## src/rtl/sram_delay_line_if.sv

```systemverilog
// sram_delay_line_if: sample stream in/out plus the SRAM controller bus.
// slave is the delay line, master is its environment.
interface sram_delay_line_if #(
   parameter int ADDR_W = 10,
   parameter int DATA_W = 8
);
   logic              in_valid;
   logic [DATA_W-1:0] in_data;
   logic              in_ready;
   logic              out_valid;
   logic [DATA_W-1:0] out_data;
   logic              out_ready;
   logic              r_en;
   logic              w_en;
   logic [ADDR_W-1:0] address;
   logic [DATA_W-1:0] write_data;
   logic [DATA_W-1:0] read_data;

   modport slave (
      input  in_valid, in_data, out_ready, read_data,
      output in_ready, out_valid, out_data,
      output r_en, w_en, address, write_data
   );

   modport master (
      output in_valid, in_data, out_ready, read_data,
      input  in_ready, out_valid, out_data,
      input  r_en, w_en, address, write_data
   );
endinterface

```

## src/rtl/sram_delay_line.sv

```systemverilog
// sram_delay_line: circular delay line, one SRAM read then write per
// sample; output is the input delayed by DEPTH samples.
module sram_delay_line #(
   parameter int DEPTH  = 650,
   parameter int ADDR_W = 10,
   parameter int DATA_W = 8
) (
   input logic              clk,
   input logic              n_rst,
   input logic              clear,
   sram_delay_line_if.slave bus
);
   typedef enum logic [1:0] {
      IDLE,
      READ,
      WRITE,
      OUT
   } state_t;

   localparam logic [ADDR_W-1:0] LAST = ADDR_W'(DEPTH - 1);

   state_t            state;
   logic [ADDR_W-1:0] ptr;
   logic              primed;
   logic [DATA_W-1:0] samp;
   logic [DATA_W-1:0] out_q;

   assign bus.in_ready   = (state == IDLE) && !clear;
   assign bus.r_en       = (state == READ);
   assign bus.w_en       = (state == WRITE);
   assign bus.out_valid  = (state == OUT);
   assign bus.out_data   = out_q;
   assign bus.address    = ptr;
   assign bus.write_data = samp;

   // sequencer: accept, read oldest, overwrite, present, advance pointer
   always_ff @(posedge clk or negedge n_rst) begin
      if (!n_rst) begin
         state  <= IDLE;
         ptr    <= '0;
         primed <= 1'b0;
         samp   <= '0;
         out_q  <= '0;
      end else if (clear) begin
         state  <= IDLE;
         ptr    <= '0;
         primed <= 1'b0;
         out_q  <= '0;
      end else begin
         unique case (state)
            IDLE: begin
               if (bus.in_valid) begin
                  samp  <= bus.in_data;
                  state <= READ;
               end
            end
            READ: begin
               state <= WRITE;
            end
            WRITE: begin
               out_q <= primed ? bus.read_data : '0;
               state <= OUT;
            end
            OUT: begin
               if (bus.out_ready) begin
                  if (ptr == LAST) begin
                     ptr    <= '0;
                     primed <= 1'b1;
                  end else begin
                     ptr <= ptr + ADDR_W'(1);
                  end
                  state <= IDLE;
               end
            end
            default: state <= IDLE;
         endcase
      end
   end
endmodule

```

## src/flat_wrapper.sv

```systemverilog
// flat-port wrapper written by rule: the top's interface ports become plain ports
module sram_delay_line_flat 
#(
   parameter int DEPTH  = 650,
   parameter int ADDR_W = 10,
   parameter int DATA_W = 8
)
  (clk, n_rst, clear, bus_in_valid, bus_in_data, bus_out_ready, bus_read_data, bus_in_ready, bus_out_valid, bus_out_data, bus_r_en, bus_w_en, bus_address, bus_write_data);
  sram_delay_line_if #(.ADDR_W(ADDR_W), .DATA_W(DATA_W)) bus_i ();
  input logic clk;
  input logic n_rst;
  input logic clear;
  input wire logic [$bits(bus_i.in_valid)-1:0] bus_in_valid;
  input wire logic [$bits(bus_i.in_data)-1:0] bus_in_data;
  input wire logic [$bits(bus_i.out_ready)-1:0] bus_out_ready;
  input wire logic [$bits(bus_i.read_data)-1:0] bus_read_data;
  output wire logic [$bits(bus_i.in_ready)-1:0] bus_in_ready;
  output wire logic [$bits(bus_i.out_valid)-1:0] bus_out_valid;
  output wire logic [$bits(bus_i.out_data)-1:0] bus_out_data;
  output wire logic [$bits(bus_i.r_en)-1:0] bus_r_en;
  output wire logic [$bits(bus_i.w_en)-1:0] bus_w_en;
  output wire logic [$bits(bus_i.address)-1:0] bus_address;
  output wire logic [$bits(bus_i.write_data)-1:0] bus_write_data;
  assign bus_i.in_valid = bus_in_valid;
  assign bus_i.in_data = bus_in_data;
  assign bus_i.out_ready = bus_out_ready;
  assign bus_i.read_data = bus_read_data;
  assign bus_in_ready = bus_i.in_ready;
  assign bus_out_valid = bus_i.out_valid;
  assign bus_out_data = bus_i.out_data;
  assign bus_r_en = bus_i.r_en;
  assign bus_w_en = bus_i.w_en;
  assign bus_address = bus_i.address;
  assign bus_write_data = bus_i.write_data;
  sram_delay_line #(.DEPTH(DEPTH), .ADDR_W(ADDR_W), .DATA_W(DATA_W)) u_core (.clk(clk), .n_rst(n_rst), .clear(clear), .bus(bus_i));
endmodule
```

## config.mk

```make
export PLATFORM = sky130hd
export DESIGN_NAME = sram_delay_line_flat
export DESIGN_NICKNAME = d
export VERILOG_FILES = /design/src/rtl/sram_delay_line_if.sv /design/src/rtl/sram_delay_line.sv /design/src/flat_wrapper.sv
export SDC_FILE = /design/constraint.sdc
export NUM_CORES = 1
export LEC_CHECK = 0
export BUFFER_PORTS_ARGS = -buffer_cell sky130_fd_sc_hd__buf_2
export CORE_ASPECT_RATIO = 1.25
export CORE_MARGIN = 5
export CORE_UTILIZATION = 40
export DETAILED_ROUTE_END_ITERATION = 10
export HOLD_SLACK_MARGIN = 0.05
export PLACE_DENSITY = 0.7
export REMOVE_ABC_BUFFERS = 1
export SYNTH_ARGS = -nofsm -noshare
export SYNTH_HDL_FRONTEND = slang
export SYNTH_SLANG_ARGS = --single-unit
```

## constraint.sdc

```tcl
create_clock -name clk -period 1.3 [get_ports clk]
set_input_delay 0.13 -clock clk [delete_from_list [all_inputs] [get_ports clk]]
set_output_delay 0.13 -clock clk [all_outputs]
set_load 0.03 [all_outputs]
```

==> out/metrics.yaml, run 1 <==
cts:
  clock-sinks: 29
  htree_levels: 2
  clk_latency_ns: 0.28
  cts_root_buffer: "clkbuf_8"
  cts.clk_slew.worst_paths_ns: 0.06
  cts_buffer_depth: 2
  cts_tree: "built"
  cts_made_buffers: 5
grt:
  globalRouteOverflowTotal: 0
  grt_pass1_wl_um: 6272
  grt_max_degree: 30
  grt_pass1_vias: 1418
  track_usage_pct: 16.40
  antenna_found_initial: 0
sta:
  rsz0062_at_grt: "yes"
  fin_setup_tns_ns: -2.289
  whs_ns: 0.07797
  post-route-period-util_pct: 114.8
  post-route-worst-setup-slack_ns: -0.1924
  setup_violations: 28
  slew_violations: 0
  fmax_ghz: 0.6700
  finClkSkew_ns: 0.003087
  hold_violations: 0
  tightest_slew_ns: 0.6705
  slew_headroom_pct: 55.30
  min_period_ns: 1.492
logic_synthesis:
  avgSynthCellArea_um2: 10.76
  ys_types: 28
  ys.warnings.count: 0
  ys_ff_latch: 29
  synth-edff-count: 0
  synth_commonest_cells: "dfrtp_1 (29), nor2_1 (15), a21oi_1 (10), nand3_1 (10)"
  synth-async-reset-ratio_pct: 100.0
  yosysSeqAreaShare_pct: 51.88
  syn_inst: 130
  synth.area.top_cells: "dfrtp_1 (52%), mux2_2 (6.4%), ha_1 (6.3%)"
  yosysMostFrequentCell: "dfrtp_1"
  netlist_area_mm2: 0.001399
  yosysTopAreaCellShare_pct: 51.88
  synth_flop_cell: "dfrtp_1"
  synth_area_leader_cell: "dfrtp_1"
setup_path:
  endpoint_kind: "flip-flop"
  crit_start: "u_core.state[1]$_DFFE_PN0P_"
  crit_type: "reg -> reg"
  cp-start-kind: "flip-flop"
  ff2ff_setup_slack_ns: -0.19
  path_max_fanout: 3
  path_buf_inv: 0
  required_ns: 1.50
  timing.rr.start: "u_core.state[1]$_DFFE_PN0P_"
  worstPathArrival_ns: 1.69
  critPathSlowestCell: "or4_1"
  critPathTopFamily: "simple AND/OR/NAND/NOR gates"
  critPathMaxStageDelay_ns: 0.54
  path_cells: "ha_4 > nand2_1 > or4_1 > a31oi_1"
pwr:
  vdd_drop_max_v: 0.001281
  seqPwrFrac_pct: 32.7
  power.total_w: 0.003603
  leakage_nw: 1.055
  pwr_density_cell_mw_per_mm2: 1594
  p_int_w: 0.002234
  clkPwrFrac_pct: 19.4
  switching_power_w: 0.001369
  power_frac_comb_pct: 47.9
  switching_share_pct: 37.99
placed_design:
  dp_hpwl_um: 2760
  gp_congestion: 0.8105
  post-place-ws_ns: -0.2246
  port_buffers: 50
routing:
  routed_via_density: 5.141
  vias: 1316
  drc_errors: 0
  drtIter0Drc: 31
  drtPass1Iterations: 4
  ant_nets: 0
  wl_um: 4094
  wire_per_inst_um: 15.99
floorplanning:
  die_x_um: 62.90
  die_h_um: 76.12
  ioPinCount: 51
  core_area_mm2: 0.003423
  num_rows: 24
  start_util_pct: 40.86
  die-area_mm2: 0.004787
layout:
  final_net_count: 244
  syn2layout_area_growth_pct: 61.63
  fill_cells: 261
  n_antenna_cell: 0
  drive_gt1_share_pct: 59.91
hold_path:
  hp-class: "in -> reg"
  hold_start: "bus_in_data[4]"
job:
  cap_violations: 0
status:
  violations: "negative setup slack"
  outcome: "finished, violations left"
==> worst paths after layout <==
| path | endpoint | depth (start not counted) |
|---|---|---|
| max | u_core.bus.address[7]$_DFFE_PN0P_ | 4 |
| min | u_core.bus.write_data[4]$_DFFE_PN0P_ | 2 |
| max reg2reg | u_core.bus.address[7]$_DFFE_PN0P_ | 4 |
| min reg2reg | u_core.bus.write_data[4]$_DFFE_PN0P_ | 1 |
| max in group asynchronous | u_core.bus.address[0]$_DFFE_PN0P_ | 2 |
| min in group asynchronous | u_core.bus.out_data[7]$_DFFE_PN0P_ | 2 |
==> metrics by stage <==
| step | instances | area, um2 | util [%] |
|---|---|---|---|
| 4_1_cts | 248 | 2082 | 60.82 |
| 5_1_grt | 256 | 2261 | 66.05 |
| 6_report | 256 | 2261 | 66.05 |
| 3_5_place_dp | 237 | 1857 | 54.24 |
| 3_3_place_gp | 237 | 1857 | 54.24 |
| 2_1_floorplan | 126 | 1380 | - |
==> power groups by stage <==
stage / sequential (W) / combinational [W] / clock, W
2_1_floorplan: 0.00144 / 0.000491 / 0
3_3_place_gp: 0.00116 / 0.00121 / 0
3_5_place_dp: 0.00117 / 0.00127 / 0
4_1_cts: 0.00116 / 0.00144 / 0.000717
5_1_grt: 0.00120 / 0.00186 / 0.000775
6_report: 0.00118 / 0.00173 / 0.000697
==> registers in the layout, summed over array words and instances (netlist names) <==
register and cells:
u_core.state 2, u_core.bus.out_data 8, u_core.bus.address 10, u_core.primed 1, u_core.bus.write_data 8
==> placed cells by master (no fill, tap or decap), types with 2 or more instances in the layout <==
cell type  netlist  routed
a21oi_2          0       2
dfrtp_2          0       2
buf_2            0      45
nor3_2           0       2
buf_4            1      25
mux2_2           8       8
nor2_2           0       2
nand2b_1         8       8
dfrtp_1         29      27
nand3_2          1       3
nand4_1          2       2
ha_4             0       4
xnor2_1          7       7
clkbuf_8         0       5
ha_2             0       2
clkinv_2         0       2
inv_4            0       2
nand3_1         10       8
nand2_1          7       6
a21oi_1         10       8
buf_6            0      10
inv_2            0       2
nor2_1          15      12
==> logic make-up after synthesis <==
family,count (synthesis),share of synthesized area (%)
AOI/OAI and AO/OA,17,7.604
xor gates and xnor gates,7,4.383
adders and majority gates,7,6.261
buffers and inverters,9,2.684
DFF,29,51.88
muxes,9,7.156
and+or+nand+nor,52,20.04
==> layer usage <==
layer | track usage (%) | routed length [um] | up-vias
met4 | 11.04 | 121 | 0
li1 | - | - | 616
met1 | 16.65 | 1457 | 650
met3 | 3.835 | 213 | 13
met5 | 0 | 0 | -
met2 | 28.95 | 2302 | 37
==> final cells by class <==
cell class / count / area (um2) / area share, %
Sequential cell: 29 / 728.2 / 32.21
Clock inverter: 2 / 10.01 / 0.4427
Multi-Input combinational cell: 92 / 807.0 / 35.69
Clock buffer: 6 / 72.57 / 3.210
Tap cell: 39 / 48.80 / 2.158
Inverter: 5 / 23.77 / 1.051
Timing Repair Buffer: 83 / 570.5 / 25.24
==> repair_timing <==
item,4_1_cts,5_1_grt
resized for setup,28,31
pin swaps,12,26
setup buffers,2,9
endpoints found under the hold margin,29,0
setup endpoints to repair,33,26
hold buffers,1,0
(Power assumes the default switching activity.)
==> inputs of run 2 (changes only) <==
--- a/config.mk
+++ b/config.mk
@@ -11,7 +11,7 @@
 export CORE_UTILIZATION = 40
 export DETAILED_ROUTE_END_ITERATION = 10
 export HOLD_SLACK_MARGIN = 0.05
-export PLACE_DENSITY = 0.7
+export PLACE_DENSITY = 0.68
 export REMOVE_ABC_BUFFERS = 1
 export SYNTH_ARGS = -nofsm -noshare
 export SYNTH_HDL_FRONTEND = slang
==> constraint.sdc (replaced) <==
create_clock -name clk -period 1.47 [get_ports clk]
set_input_delay 0.147 -clock clk [delete_from_list [all_inputs] [get_ports clk]]
set_output_delay 0.147 -clock clk [all_outputs]
set_load 0.03 [all_outputs]
==> run 2 against run 1 <==
The run still ends with negative setup slack left. Sequential share of layout area grew 3.6 points. Critical path depth up 1. Non-clock buffer count down 8. Wire length shrank 14%. Worst setup slack better by 0.19 ns. Sequential power fell by 13%. Worst hold slack gained 0.016 ns. Largest power group unchanged.
==> out/metrics.yaml, run 2 (same netlist as run 1, synthesis figures left out) <==
layout:
  syn2layout_area_growth_pct: 44.99  # was 61.63%
  final_net_count: 236  # was 244
  fill_cells: 322  # was 261
  regArea_um2: 726.9  # was 728.2 um2
  n_antenna_cell: 0  # unchanged
  multiInputGateArea_um2: 686.9  # was 807.0 um2
  mostFrequentLayoutCell: "buf_2"  # unchanged
  drive_gt1_share_pct: 49.28  # was 59.91%
  largest_reg_flops: 10  # unchanged
  mostFrequentLayoutCells: "buf_2 (48), dfrtp_1 (28), buf_4 (26), nor2_1 (14)"  # was buf_2 (45), dfrtp_1 (27), buf_4 (25), nor2_1 (12), buf_6 (10)
  post-route-util_pct: 59.25  # was 66.05%
cts:
  clk_latency_ns: 0.28  # about the same
  cts_buffer_depth: 2  # unchanged
  cts_made_buffers: 5  # unchanged
  cts_tree: "built"  # unchanged
  cts_root_buffer: "clkbuf_8"  # unchanged
  htree_levels: 2  # unchanged
  clock-sinks: 29  # unchanged
  cts.clk_slew.worst_paths_ns: 0.06  # about the same
pwr:
  power.total_w: 0.002895  # was 0.003603 W
  clkPwrFrac_pct: 24.6  # was 19.4%
  seqPwrFrac_pct: 35.5  # was 32.7%
  leakage_nw: 0.9818  # was 1.055 nW
  switching_share_pct: 36.39  # was 37.99%
  vdd_drop_max_v: 0.001174  # was 0.001281 V
  pwr_density_cell_mw_per_mm2: 1427  # was 1594 mW/mm2
  switching_power_w: 0.001054  # was 0.001369 W
  power_frac_comb_pct: 40.0  # was 47.9%
  p_int_w: 0.001842  # was 0.002234 W
grt:
  grt_max_degree: 30  # unchanged
  antenna_found_initial: 0  # unchanged
  track_usage_pct: 15.26  # was 16.40%
  grt_pass1_vias: 1313  # was 1418
  grt_pass1_wl_um: 5906  # was 6272 um
  globalRouteOverflowTotal: 0  # unchanged
sta:
  post-route-period-util_pct: 100.2  # was 114.8%
  min_period_ns: 1.473  # was 1.492 ns
  hold_violations: 0  # unchanged
  whs_ns: 0.09393  # was 0.07797 ns
  rsz0062_at_grt: "yes"  # unchanged
  tightest_slew_ns: 0.6349  # was 0.6705 ns
  fin_setup_tns_ns: -0.003256  # was -2.289 ns
  slew_violations: 0  # unchanged
  finClkSkew_ns: 0.001065  # was 0.003087 ns
  post-route-worst-setup-slack_ns: -0.003256  # was -0.1924 ns
  setup_violations: 1  # was 28
  slew_headroom_pct: 57.68  # was 55.30%
  fmax_ghz: 0.6788  # was 0.6700 GHz
floorplanning:
  die-area_mm2: 0.004787  # unchanged
  core_area_mm2: 0.003423  # unchanged
  die_x_um: 62.90  # unchanged
  ioPinCount: 51  # unchanged
  start_util_pct: 40.86  # unchanged
  num_rows: 24  # unchanged
  die_h_um: 76.12  # unchanged
hold_path:
  min_to: "u_core.bus.write_data[1]$_DFFE_PN0P_"  # was u_core.bus.write_data[4]$_DFFE_PN0P_
  hold_start: "bus_in_data[1]"  # was bus_in_data[4]
  hp-class: "in -> reg"  # unchanged
  holdPathStages: 2  # unchanged
routing:
  wire_per_inst_um: 14.18  # was 15.99 um
  drtIter0Drc: 16  # was 31
  routed_via_density: 4.984  # was 5.141
  drc_errors: 0  # unchanged
  vias: 1236  # was 1316
  ant_nets: 0  # unchanged
  drtPass1Iterations: 3  # was 4
  wl_um: 3517  # was 4094 um
setup_path:
  path_max_fanout: 7  # was 3
  endpoint_kind: "flip-flop"  # unchanged
  required_ns: 1.63  # was 1.50 ns
  timing.rr.start: "u_core.bus.address[5]$_DFFE_PN0P_"  # was u_core.state[1]$_DFFE_PN0P_
  rr_worst_depth: 5  # was 4
  crit_type: "reg -> reg"  # unchanged
  reg2reg_to: "u_core.bus.address[9]$_DFFE_PN0P_"  # was u_core.bus.address[7]$_DFFE_PN0P_
  worstPathArrival_ns: 1.63  # was 1.69 ns
  cp-start-kind: "flip-flop"  # unchanged
  ff2ff_setup_slack_ns: -0.003  # was -0.19 ns
status:
  violations: "negative setup slack"  # unchanged
  outcome: "finished, violations left"  # unchanged
placed_design:
  port_buffers: 50  # unchanged
  gp_congestion: 0.7851  # was 0.8105
  post-place-ws_ns: 0.0003876  # was -0.2246 ns
  dp_hpwl_um: 2715  # was 2760 um
job:
  cap_violations: 0  # unchanged
==> run 2: changes by cell type in the layout (fill, tap and decap cells not counted), moves of 3 or more <==
cell,previous run,this run
buf_2,45,48
ha_4,4,1
buf_6,10,0
ha_1,1,5
inv_1,1,4
==> run 2: worst max-delay path: stages, from the launching register on <==
cell and delay, ns:
dfrtp_1 0.40, nor4b_4 0.30, nand4_1 0.17, buf_4 0.18, o21bai_4 0.20, nor2_1 0.09
==> run 2: power groups by stage <==
stage | clock network (W) | registers [W] | logic (W)
5_1_grt | 0.000775 | 0.00105 | 0.00125
3_5_place_dp | 0 | 0.00104 | 0.00109
3_3_place_gp | 0 | 0.00102 | 0.00106
6_report | 0.000711 | 0.00103 | 0.00116
4_1_cts | 0.000738 | 0.00103 | 0.00113
2_1_floorplan | 0 | 0.00127 | 0.000434
==> run 2: layout make-up <==
type / instances / share of cell area, %
Sequential cell: 29 / 35.84
Clock inverter: 1 / 0.2468
Tap cell: 39 / 2.406
Timing Repair Buffer: 75 / 21.96
Inverter: 5 / 0.9254
Multi-Input combinational cell: 92 / 33.87
Clock buffer: 7 / 4.750
==> run 2: what timing repair did <==
| item | 4_1_cts | 5_1_grt |
|---|---|---|
| hold buffers | 1 | 0 |
| setup endpoints to repair | 9 | 22 |
| buffers inserted | 0 | 4 |
| gates resized for setup | 4 | 9 |
| hold endpoints to repair | 29 | 0 |
| pin swaps | 0 | 6 |
==> run 2: layer usage <==
metal  vias to the layer above  global-route usage [%]  wire [um]
met1                       600                   16.06       1282
met4                         0                   6.157         60
met5                         -                       0          0
met3                         7                   5.457        218
li1                        597                       -          -
met2                        32                   27.00       1956
==> run 2: worst max-delay path by stage <==
stage | from | to | slack (ns) | depth (start not counted)
after detailed placement | u_core.state[0]$_DFFE_PN0P_ | u_core.bus.address[9]$_DFFE_PN0P_ | 0.0004 | 6
after CTS | u_core.bus.address[5]$_DFFE_PN0P_ | u_core.bus.address[2]$_DFFE_PN0P_ | -0.03 | 4
after global placement | u_core.state[0]$_DFFE_PN0P_ | u_core.bus.address[9]$_DFFE_PN0P_ | 0.03 | 6
after floorplan | u_core.state[0]$_DFFE_PN0P_ | u_core.bus.write_data[0]$_DFFE_PN0P_ | -0.41 | 6
after global routing | u_core.bus.address[5]$_DFFE_PN0P_ | u_core.bus.address[9]$_DFFE_PN0P_ | -0.09 | 5
final | u_core.bus.address[5]$_DFFE_PN0P_ | u_core.bus.address[9]$_DFFE_PN0P_ | -0.003 | 5
==> run 2: stage by stage <==
stage	instance area (um2)	instances
2_1_floorplan	1380	126
3_3_place_gp	1829	235
3_5_place_dp	1829	235
4_1_cts	1958	244
5_1_grt	2028	248
6_report	2028	248
==> inputs of run 3 (changes only) <==
==> constraint.sdc (replaced) <==
create_clock -name clk -period 1.5 [get_ports clk]
set_input_delay 0.15 -clock clk [delete_from_list [all_inputs] [get_ports clk]]
set_output_delay 0.15 -clock clk [all_outputs]
set_load 0.03 [all_outputs]
==> run 3 against run 2 <==
The flow now finishes without violations. Non-clock buffer count is 3 lower. Global-route usage is 0.22 points higher. Clock-buffer cell count stayed put. Clock skew is 0.0076 ns higher. Worst setup slack better by 0.047 ns. Wire length is 0.60% higher. Sequential cell count stayed put. Core utilization is 0.33 points higher. Sequential power hardly changed. Register-to-register slack better by 0.05 ns.
==> out/metrics.yaml, run 3 (same netlist as run 1, synthesis figures left out) <==
hold_path:
  hp-class: "in -> reg"  # unchanged
cts:
  cts_root_buffer: "clkbuf_8"  # unchanged
  cts_tree: "built"  # unchanged
  cts_made_buffers: 5  # unchanged
  cts.clk_slew.worst_paths_ns: 0.07  # was 0.06 ns
  clock-sinks: 29  # unchanged
  clk_latency_ns: 0.28  # about the same
  cts_buffer_depth: 2  # unchanged
  htree_levels: 2  # unchanged
layout:
  drive_gt1_share_pct: 49.51  # was 49.28%
  mostFrequentLayoutCells: "buf_2 (48), dfrtp_1 (27), buf_4 (22), nor2_1 (14)"  # was buf_2 (48), dfrtp_1 (28), buf_4 (26), nor2_1 (14)
  syn2layout_area_growth_pct: 45.80  # was 44.99%
  largest_reg_flops: 10  # unchanged
  n_antenna_cell: 0  # unchanged
  mostFrequentLayoutCell: "buf_2"  # unchanged
  stdcell_count: 245  # was 248
  final_net_count: 233  # was 236
sta:
  min_period_ns: 1.456
  slew_headroom_pct: 56.08  # was 57.68%
  setup_violations: 0  # was 1
  hold_violations: 0  # unchanged
  post-route-worst-setup-slack_ns: 0.04372  # was -0.003256 ns
  post-route-period-util_pct: 97.09
  rsz0062_at_grt: "yes"  # unchanged
  fmax_ghz: 0.6867
  slew_violations: 0  # unchanged
  tightest_slew_ns: 0.6589  # was 0.6349 ns
  finClkSkew_ns: 0.008644  # was 0.001065 ns
floorplanning:
  ioPinCount: 51  # unchanged
  die_h_um: 76.12  # unchanged
  num_rows: 24  # unchanged
  die_x_um: 62.90  # unchanged
  core_area_mm2: 0.003423  # unchanged
  die-area_mm2: 0.004787  # unchanged
  start_util_pct: 40.86  # unchanged
job:
  cap_violations: 0  # unchanged
pwr:
  seqPwrFrac_pct: 35.2  # was 35.5%
  leakage_nw: 0.9926  # was 0.9818 nW
  vdd_drop_max_v: 0.001252  # was 0.001174 V
  switching_power_w: 0.001044  # was 0.001054 W
  p_int_w: 0.001800  # was 0.001842 W
  power_frac_comb_pct: 40.3  # was 40.0%
  pwr_density_cell_mw_per_mm2: 1394  # was 1427 mW/mm2
  switching_share_pct: 36.71  # was 36.39%
  clkPwrFrac_pct: 24.6  # about the same
routing:
  drtIter0Drc: 15  # was 16
  drtPass1Iterations: 4  # was 3
  drc_errors: 0  # unchanged
  ant_nets: 0  # unchanged
  routed_via_density: 5.098  # was 4.984
  vias: 1249  # was 1236
  wire_per_inst_um: 14.44  # was 14.18 um
  wl_um: 3538  # was 3517 um
grt:
  grt_max_degree: 30  # unchanged
  antenna_found_initial: 0  # unchanged
  grt_pass1_wl_um: 6030  # was 5906 um
  grt_pass1_vias: 1391  # was 1313
  track_usage_pct: 15.48  # was 15.26%
  globalRouteOverflowTotal: 0  # unchanged
setup_path:
  path_max_fanout: 3  # was 7
  critPathMaxStageDelay_ns: 0.41  # was 0.40 ns
  path_cells: "inv_1 > ha_1 > inv_2 > nor2_4 > buf_6"  # was nor4b_4 > nand4_1 > buf_4 > o21bai_4 > nor2_1
  crit_type: "reg -> out"  # was reg -> reg
  endpoint_kind: "primary output"  # was flip-flop
  worstPathArrival_ns: 1.31  # was 1.63 ns
  cp-start-kind: "flip-flop"  # unchanged
  critPathSlowestCell: "dfrtp_1"  # unchanged
  required_ns: 1.35  # was 1.63 ns
  path_buf_inv: 3  # was 1
  critPathTopFamily: "flip-flops"  # was simple AND/OR/NAND/NOR gates
placed_design:
  port_buffers: 50  # unchanged
  post-place-cells: 231  # was 235
  dp_hpwl_um: 2559  # was 2715 um
  gp_congestion: 0.7295  # was 0.7851
  post-place-ws_ns: -0.05131  # was 0.0003876 ns
status:
  outcome: "complete, no violations"  # was finished, violations left
run 3: repair_timing:
action / CTS / global route
hold endpoints to repair: 29 / 0
hold buffers: 1 / 0
pin swaps: 0 / 1
setup endpoints to repair: 11 / 21
gates resized for setup: 6 / 14
setup buffers: 0 / 5
run 3: worst reg2reg max path: stages (launching register included):
cell and delay [ns]:
dfrtp_1 0.39, ha_2 0.21, a21oi_1 0.07, buf_4 0.18, nor4_4 0.29, xnor2_1 0.15, nor2_1 0.05
run 3: metal layers:
layer | global-route usage (%) | vias to the layer above | routed length (um)
met2 | 25.46 | 36 | 1860
met4 | 7.856 | 0 | 70
met3 | 5.752 | 7 | 193
met1 | 17.20 | 609 | 1414
met5 | 0 | - | 0
li1 | - | 597 | -
run 3: layout make-up:
| cell class | instances | area (um2) |
|---|---|---|
| Tap cell | 39 | 48.80 |
| Fill cell | 301 | 1384 |
| Sequential cell | 29 | 728.2 |
| Inverter | 5 | 18.77 |
| Clock buffer | 7 | 96.34 |
| Clock inverter | 1 | 5.005 |
| Multi-Input combinational cell | 92 | 715.7 |
| Timing Repair Buffer | 72 | 426.7 |
run 3: path summary, 6_finish.rpt:
check	startpoint	slack [ns]	depth (start not counted)	endpoint
min in group asynchronous	n_rst	0.44	2	u_core.bus.address[8]$_DFFE_PN0P_
worst min register to register	u_core.bus.write_data[1]$_DFFE_PN0P_	0.51	1	u_core.bus.write_data[1]$_DFFE_PN0P_
max in group asynchronous	n_rst	0.59	2	u_core.bus.address[1]$_DFFE_PN0P_
worst max-delay path	u_core.state[0]$_DFFE_PN0P_	0.04	5	bus_in_ready
worst max register to register	u_core.state[1]$_DFFE_PN0P_	0.04	6	u_core.bus.address[9]$_DFFE_PN0P_
worst min-delay path	bus_in_data[7]	0.11	2	u_core.bus.write_data[7]$_DFFE_PN0P_
run 3: power groups by stage:
stage / clock network [W] / registers [W] / logic, W
CTS: 0.000722 / 0.00100 / 0.00106
global route: 0.000755 / 0.00102 / 0.00124
global placement: 0 / 0.00100 / 0.000994
detailed placement: 0 / 0.00101 / 0.00103
floorplan: 0 / 0.00125 / 0.000426
finish: 0.000698 / 0.00100 / 0.00114
run 3: metrics by stage:
stage          utilization (%)  cell area (um2)  setup TNS (ns)  total power (W)  hold slack [ns]
2_1_floorplan                -             1380          -3.840         0.001671          -0.1456
3_3_place_gp             52.56             1799               0         0.001998           0.2011
3_5_place_dp             52.56             1799         -0.3890         0.002047           0.2200
4_1_cts                  56.36             1929       -0.005431         0.002788          0.09574
5_1_grt                  59.58             2039         -0.6495         0.003019          0.09635
6_report                 59.58             2039               0         0.002844           0.1069
